$ cat src/rtl/prng_feed_arbiter.sv
// Round-robin arbiter that hands a shared PRNG to one of three consumers
// for a burst of FEED_CYCLES valid words, optionally extended by lock.
module prng_feed_arbiter #(
    parameter int unsigned FEED_CYCLES = 8
) (
    input  logic       clk,
    input  logic       rst,
    input  logic [2:0] req,
    input  logic [2:0] lock,
    input  logic       prng_valid,
    output logic       prng_en,
    output logic [2:0] gnt,
    output logic [2:0] en_feed,
    output logic [2:0] done,
    output logic       busy
);

    localparam logic [1:0] S_IDLE = 2'd0;
    localparam logic [1:0] S_FEED = 2'd1;
    localparam logic [1:0] S_DONE = 2'd2;

    localparam logic [7:0] LAST_CNT = 8'(FEED_CYCLES - 1);

    logic [1:0] state_q, state_d;
    logic [2:0] gnt_q, gnt_d;
    logic [7:0] cnt_q, cnt_d;
    logic [1:0] ptr_q, ptr_d;
    logic [1:0] idx_q, idx_d;

    logic [1:0] cand0, cand1, cand2;
    logic [1:0] win_idx;
    logic       in_feed;

    function automatic logic [1:0] next_idx(input logic [1:0] p);
        return (p == 2'd2) ? 2'd0 : p + 2'd1;
    endfunction

    function automatic logic [2:0] onehot(input logic [1:0] i);
        return 3'b001 << i;
    endfunction

    // Search order starts just after the last served requester.
    assign cand0 = next_idx(ptr_q);
    assign cand1 = next_idx(cand0);
    assign cand2 = next_idx(cand1);

    always_comb begin
        win_idx = cand2;
        if (req[cand0]) begin
            win_idx = cand0;
        end else if (req[cand1]) begin
            win_idx = cand1;
        end
    end

    always_comb begin
        state_d = state_q;
        gnt_d   = gnt_q;
        cnt_d   = cnt_q;
        ptr_d   = ptr_q;
        idx_d   = idx_q;
        unique case (state_q)
            S_IDLE: begin
                if (|req) begin
                    state_d = S_FEED;
                    idx_d   = win_idx;
                    gnt_d   = onehot(win_idx);
                    cnt_d   = 8'd0;
                end else begin
                    gnt_d   = 3'b000;
                end
            end
            S_FEED: begin
                // A dropped request wins over a burst ending this cycle.
                if (!req[idx_q]) begin
                    state_d = S_IDLE;
                    gnt_d   = 3'b000;
                    ptr_d   = idx_q;
                    cnt_d   = 8'd0;
                end else if (prng_valid) begin
                    if (cnt_q == LAST_CNT) begin
                        cnt_d = 8'd0;
                        if (!lock[idx_q]) begin
                            state_d = S_DONE;
                            gnt_d   = 3'b000;
                        end
                    end else begin
                        cnt_d = cnt_q + 8'd1;
                    end
                end
            end
            S_DONE: begin
                state_d = S_IDLE;
                ptr_d   = idx_q;
            end
            default: begin
                state_d = S_IDLE;
                gnt_d   = 3'b000;
                cnt_d   = 8'd0;
            end
        endcase
    end

    always_ff @(posedge clk) begin
        if (rst) begin
            state_q <= S_IDLE;
            gnt_q   <= 3'b000;
            cnt_q   <= 8'd0;
            ptr_q   <= 2'd2;
            idx_q   <= 2'd0;
        end else begin
            state_q <= state_d;
            gnt_q   <= gnt_d;
            cnt_q   <= cnt_d;
            ptr_q   <= ptr_d;
            idx_q   <= idx_d;
        end
    end

    assign in_feed = (state_q == S_FEED);
    assign prng_en = in_feed;
    assign gnt     = gnt_q;
    assign en_feed = in_feed ? (gnt_q & {3{prng_valid}}) : 3'b000;
    assign done    = (state_q == S_DONE) ? onehot(idx_q) : 3'b000;
    assign busy    = (state_q != S_IDLE);

endmodule

$ cat config.mk
export PLATFORM = sky130hd
export DESIGN_NAME = prng_feed_arbiter
export DESIGN_NICKNAME = d
export VERILOG_FILES = /design/src/rtl/prng_feed_arbiter.sv
export SDC_FILE = /design/constraint.sdc
export NUM_CORES = 1
export LEC_CHECK = 0
export ABC_AREA = 1
export ABC_CLOCK_PERIOD_IN_PS = 3100
export CAP_MARGIN = 20
export CORE_MARGIN = 5
export CORE_UTILIZATION = 55
export CTS_CLUSTER_DIAMETER = 120
export DETAILED_ROUTE_END_ITERATION = 6
export PLACE_DENSITY_LB_ADDON = 0.3
export SLEW_MARGIN = 20
export SYNTH_ARGS = -nofsm -noshare
export SYNTH_HDL_FRONTEND = slang
export SYNTH_SLANG_ARGS = --single-unit
$ cat constraint.sdc
create_clock -name clk -period 3.1 [get_ports clk]
set_input_delay 0.465 -clock clk [delete_from_list [all_inputs] [get_ports clk]]
set_output_delay 0.465 -clock clk [all_outputs]
set_load 0.02 [all_outputs]
==> flow_summary.json, run 1 <==
{
  "first_global_vias": 1053,
  "r2r_cells": 7,
  "n_antenna_cell": 0,
  "worstSkewPairLatency_ns": 0.30,
  "boundaryPins": 20,
  "start_util_pct": 57.1,
  "dr.pass1.iters": 4,
  "core_um2": 1940,
  "cts_buffers": 3,
  "final_hold_viol_count": 0,
  "fp.dieW_um": 54.9,
  "finalPower_uw": 668,
  "crit_type": "reg -> out",
  "hold_buffers": 0,
  "drt_iter0_markers": 32,
  "cp-end-kind": "output port",
  "grt_overflow": 0,
  "startpoint": "state_q[0]",
  "setup_tns_ns": 0,
  "hold_ws_ns": 0.476,
  "slew_viol_final": 0,
  "synth_warnings": 0,
  "min_from": "cnt_q[2]",
  "status": "completed",
  "vias": 1184,
  "syn_inst": 170,
  "wl_per_cell_um": 11.9,
  "grt_max_degree": 10,
  "worstReg2RegEnd": "cnt_q[1]",
  "die_h_um": 54.9,
  "period_minus_slack_ns": 2.36,
  "ant_nets": 0,
  "port_buffers": 19,
  "wl_um": 2600,
  "critical_path_arrival_ns": 1.90,
  "setup_viol": 0,
  "power_frac_clock_pct": 18.2,
  "htree_levels": 1,
  "crit_fanout": 7,
  "worst_setup_path_start_kind": "flop",
  "grt_pass1_wl_um": 4440,
  "clock_sinks": 17,
  "rows": 16,
  "syn_area_um2": 1110,
  "slew_headroom_pct": 74.8,
  "holdPathEnd": "cnt_q[2]",
  "ir_drop_v": 0.000395,
  "r2r_setup_slack_ns": 1.59,
  "synth.area.top_cells": "dfxtp_1 31%, nand2_1 15%, nor2_1 7.8%, inv_1 7.4%, nand3_1 6.3%",
  "power_frac_seq_pct": 40.1,
  "ys_ff_latch": 17,
  "comb_power_share_pct": 41.7,
  "cts_root_buffer": "clkbuf_4",
  "synth_cell_types": 26,
  "worstHoldPathType": "reg -> reg",
  "p_switching_uw": 268,
  "yosysTopAreaCellShare_pct": 30.7,
  "n_fill_cell": 187,
  "dieArea_um2": 3010,
  "cts_buffer_depth": 2,
  "syn2layout_area_growth_pct": 22.2,
  "drive_gt1_share_pct": 13.0,
  "powerDensity_nw_per_um2": 493,
  "sw_frac_of_total_pct": 40.1,
  "clkTransAtPathRegs_ns": 0.10,
  "nets": 203,
  "p_leak_nw": 0.596,
  "holdPathStages": 2,
  "required_ns": 2.63,
  "reg2reg_from": "idx_q[1]",
  "post_cts_buffers": 0,
  "postCtsResizedCells": 0,
  "ys_seq_area_share_pct": 30.7,
  "syn_avg_cell_area_um2": 6.52,
  "yosysTopAreaCell": "dfxtp_1",
  "synth_nets": 180,
  "fin_worst_skew_ns": 0.00463,
  "cts_tree": "yes",
  "max_freq_ghz": 0.424,
  "gp_congestion": 0.839,
  "maxCapViolations": 0,
  "track_usage_pct": 20.2,
  "antenna_found_initial": 0,
  "period_share_pct": 76.2,
  "rsz0062_at_grt": "no",
  "hpwl_um": 2080,
  "drc": 0,
  "vias_per_cell": 5.41,
  "power.internal_uw": 400,
  "tightest_slew_ns": 0.377
}
## cell usage in the layout, fill, tap and decap left out
master           instances
a21oi_1                  8
a22oi_1                  1
clkbuf_1                 1
clkbuf_4                 3
clkdlybuf4s50_1         19
dfxtp_1                 17
ha_1                     1
inv_1                   22
inv_2                    2
inv_6                    1
nand2_1                 43
nand2_2                  2
nand2_4                  2
nand3_1                 14
nand3_2                  4
nand3_4                  2
nand4_1                  1
nor2_1                  23
nor2_2                   2
nor2_4                   2
nor3_1                   7
nor3b_1                  1
nor4_2                   1
o21ai_0                  7
o21ai_1                  1
o21ai_2                  3
or2_2                    1
xor2_1                   1
## power by group through the flow
stage,clock (mW),combinational (mW),sequential [mW]
floorplan,0,0.182,0.281
global route,0.136,0.310,0.274
finish,0.121,0.279,0.268
detailed placement,0,0.278,0.273
global placement,0,0.272,0.271
CTS,0.123,0.279,0.268
## state kept, by name, summed over array words and instances, names as in the netlist
name     flops
ptr_q        2
gnt          3
state_q      2
cnt_q        8
idx_q        2
## logic make-up after synthesis
group	Yosys count	share of synthesized area, %
adders and majority gates	1	1.13
and+or+nand+nor	105	47.9
AOI/OAI and AO/OA	20	10.3
xor gates and xnor gates	1	0.790
DFF	17	30.7
buffers and inverters	26	9.26
## synth_stat cells
| master | number |
|---|---|
| a21oi_1 | 8 |
| a22oi_1 | 1 |
| clkbuf_1 | 1 |
| dfxtp_1 | 17 |
| ha_1 | 1 |
| inv_1 | 22 |
| inv_2 | 2 |
| inv_6 | 1 |
| nand2_1 | 43 |
| nand2_2 | 2 |
| nand2_4 | 2 |
| nand3_1 | 14 |
| nand3_2 | 4 |
| nand3_4 | 2 |
| nand4_1 | 1 |
| nor2_1 | 23 |
| nor2_2 | 2 |
| nor2_4 | 2 |
| nor3_1 | 7 |
| nor3b_1 | 1 |
| nor4_2 | 1 |
| o21ai_0 | 7 |
| o21ai_1 | 1 |
| o21ai_2 | 3 |
| or2_2 | 1 |
| xor2_1 | 1 |
## worst max-delay path by stage
stage / depth (start not counted) / slack [ns] / end
floorplan: 4 / 1.37 / en_feed[1]
global placement: 4 / 0.81 / en_feed[1]
detailed placement: 4 / 0.78 / en_feed[1]
CTS: 5 / 0.75 / en_feed[1]
global route: 5 / 0.60 / en_feed[1]
finish: 5 / 0.74 / en_feed[1]
## final cells by class
cell class | instances | area (um^2) | area share (%)
Multi-Input combinational cell | 127 | 666 | 49.1
Sequential cell | 17 | 340 | 25.1
Timing Repair Buffer | 19 | 190 | 14.0
Inverter | 25 | 98.8 | 7.29
Tap cell | 27 | 33.8 | 2.49
Clock buffer | 4 | 26.3 | 1.94
## stage by stage
step	worst slack (ns)	util (%)	cells	instance area, um^2
floorplan	1.37	-	170	1110
global placement	0.807	68.4	215	1330
global route	0.596	69.8	219	1360
finish	0.739	69.8	219	1360
detailed placement	0.780	68.4	215	1330
CTS	0.748	69.8	219	1360
## routing by layer
layer | GRT usage (%) | up-vias | share of wire (%)
li1 | - | 593 | -
met1 | 26.9 | 543 | 45
met2 | 32.7 | 43 | 47
met3 | 4.02 | 5 | 6.6
met4 | 6.48 | 0 | 1.2
met5 | 0 | - | 0
## worst max-delay path, stage by stage, from the launching register on
cell	delay [ns]
dfxtp_1	0.34
inv_1	0.07
nor2_4	0.22
inv_1	0.19
nor3_1	0.16
clkdlybuf4s50_1	0.63
Note: power is estimated with default switching activity, not from simulation.
==> inputs of run 2 (changes only) <==
--- a/config.mk
+++ b/config.mk
@@ -6,10 +6,10 @@
 export NUM_CORES = 1
 export LEC_CHECK = 0
 export ABC_AREA = 1
-export ABC_CLOCK_PERIOD_IN_PS = 3100
+export ABC_CLOCK_PERIOD_IN_PS = 2400
 export CAP_MARGIN = 20
 export CORE_MARGIN = 5
-export CORE_UTILIZATION = 55
+export CORE_UTILIZATION = 51
 export CTS_CLUSTER_DIAMETER = 120
 export DETAILED_ROUTE_END_ITERATION = 6
 export PLACE_DENSITY_LB_ADDON = 0.3
==> constraint.sdc (replaced) <==
create_clock -name clk -period 2.4 [get_ports clk]
set_input_delay 0.36 -clock clk [delete_from_list [all_inputs] [get_ports clk]]
set_output_delay 0.36 -clock clk [all_outputs]
set_load 0.02 [all_outputs]
==> run 2 against run 1 <==
Effect of this change: setup slack worse by 0.60 ns; combinational power up 29%; cell count unchanged; worst hold slack better by 0.019 ns; non-clock buffer count unchanged; cell area about the same; clock power up 29%; global-route usage down 3.6 points; clock skew up 0.0028 ns; largest power group unchanged.
==> flow_summary.json, run 2 (synthesized netlist as in run 1, its figures left out) <==
{
  "p_switching_uw": 346,
  "stdcell_area_um2": 1360,
  "vias": 1147,
  "period_share_pct": 94.1,
  "sw_frac_of_total_pct": 40.2,
  "drive_gt1_share_pct": 13.5,
  "hold_buffers": 0,
  "power.internal_uw": 514,
  "cts_root_buffer": "clkbuf_4",
  "slew_headroom_pct": 75.8,
  "wl_um": 2430,
  "max_freq_ghz": 0.443,
  "period_minus_slack_ns": 2.26,
  "rows": 16,
  "critPathBufInv": 3,
  "core_um2": 2020,
  "crit_top_cell": "inv_1",
  "cpPeakStageDelay_ns": 0.63,
  "worstHoldPathType": "reg -> reg",
  "power_frac_clock_pct": 18.1,
  "slew_viol_final": 0,
  "grt_overflow": 0,
  "drc": 0,
  "post_cts_buffers": 0,
  "ir_drop_v": 0.000416,
  "boundaryPins": 20,
  "syn2layout_area_growth_pct": 22.3,
  "final_cell_mix": "43 x nand2_1, 23 x nor2_1, 22 x inv_1",
  "instances_no_fill": 219,
  "crit_type": "reg -> out",
  "cts_buffers": 3,
  "required_ns": 2.04,
  "dpl_cell_area_um2": 1330,
  "worstSkewPairLatency_ns": 0.30,
  "tightest_slew_ns": 0.361,
  "cp-end-kind": "output port",
  "crit_fanout": 7,
  "vias_per_cell": 5.24,
  "powerDensity_nw_per_um2": 634,
  "antenna_found_initial": 0,
  "final_common_cell": "nand2_1",
  "critical_path_arrival_ns": 1.90,
  "ant_nets": 0,
  "cts_buffer_depth": 2,
  "wl_per_cell_um": 11.1,
  "rsz0062_at_grt": "no",
  "maxCapViolations": 0,
  "final_hold_viol_count": 0,
  "gp_congestion": 0.835,
  "dr.pass1.iters": 4,
  "status": "completed",
  "die_h_um": 56.6,
  "port_buffers": 19,
  "htree_levels": 1,
  "power_frac_seq_pct": 40.1,
  "hpwl_um": 1940,
  "comb_power_share_pct": 41.7,
  "setup_viol": 0,
  "path_cells": "inv_1 > nor2_4 > inv_1 > nor3_1 > clkdlybuf4s50_1",
  "drt_iter0_markers": 17,
  "top_register": "cnt_q",
  "dp_cells": 215,
  "start_util_pct": 54.8,
  "p_leak_nw": 0.598,
  "setup_tns_ns": 0,
  "first_global_vias": 1049,
  "fp.dieW_um": 56.6,
  "cp_slowest_cell": "clkdlybuf4s50_1",
  "crit_family": "buffers and inverters",
  "clkTransAtPathRegs_ns": 0.10,
  "postCtsResizedCells": 0,
  "grt_pass1_wl_um": 4350,
  "nets": 203,
  "cts_tree": "yes",
  "n_fill_cell": 192,
  "clock_sinks": 17,
  "dieArea_um2": 3210,
  "track_usage_pct": 16.6,
  "fin_worst_skew_ns": 0.00744,
  "n_antenna_cell": 0,
  "largest_reg_flops": 8,
  "final_util_pct": 67.1,
  "grt_max_degree": 11,
  "worst_setup_path_start_kind": "flop"
}
-- run 2: cell types whose count changed in the layout (fill, tap and decap cells not counted), sizes merged --
cell / before / now
clkinv: 0 / 1
clkbuf: 4 / 3
-- run 2: per-stage QoR --
step,total power [mW],setup WS [ns],hold WS (ns)
floorplan,0.598,0.775,0.442
global placement,0.701,0.318,0.457
detailed placement,0.709,0.290,0.483
CTS,0.865,0.134,0.497
global route,0.925,0.0102,0.521
finish,0.860,0.140,0.495
-- run 2: worst paths after layout --
path,start,endpoint,slack [ns],cells past startpoint
hold / removal,cnt_q[2],cnt_q[2],0.49,2
hold reg to reg,cnt_q[2],cnt_q[2],0.49,2
setup / recovery,state_q[0],en_feed[1],0.14,5
setup reg to reg,idx_q[1],cnt_q[1],0.94,9
-- run 2: power groups by stage --
stage | logic [mW] | clock network (mW) | registers, mW
after floorplan | 0.235 | 0 | 0.363
after global placement | 0.350 | 0 | 0.351
after detailed placement | 0.358 | 0 | 0.352
after CTS | 0.359 | 0.160 | 0.345
after global routing | 0.399 | 0.175 | 0.352
final | 0.359 | 0.156 | 0.345
-- run 2: cell type report --
type                            count  area (um^2)  area share, %
Multi-Input combinational cell    127          666           49.1
Sequential cell                    17          340           25.1
Timing Repair Buffer               19          190           14.0
Inverter                           25         98.8           7.29
Tap cell                           27         33.8           2.49
Clock buffer                        3         22.5           1.66
Clock inverter                      1         5.00          0.369
-- run 2: metal layers --
metal  share of wire (%)  track usage (%)  vias up
met5                   0                0        -
met4                 1.6             7.12        0
met3                 4.7             2.29        6
met1                  49             22.3      525
li1                    -                -      593
met2                  45             26.2       23
-- run 2: worst register-to-register path: stages, from the launching register on --
cell and delay (ns):
dfxtp_1 0.49, inv_2 0.10, nand3_2 0.09, nand3_4 0.15, nand3_4 0.13, nand2_4 0.10, inv_6 0.11, o21ai_2 0.06
o21ai_0 0.07, nor2_1 0.05
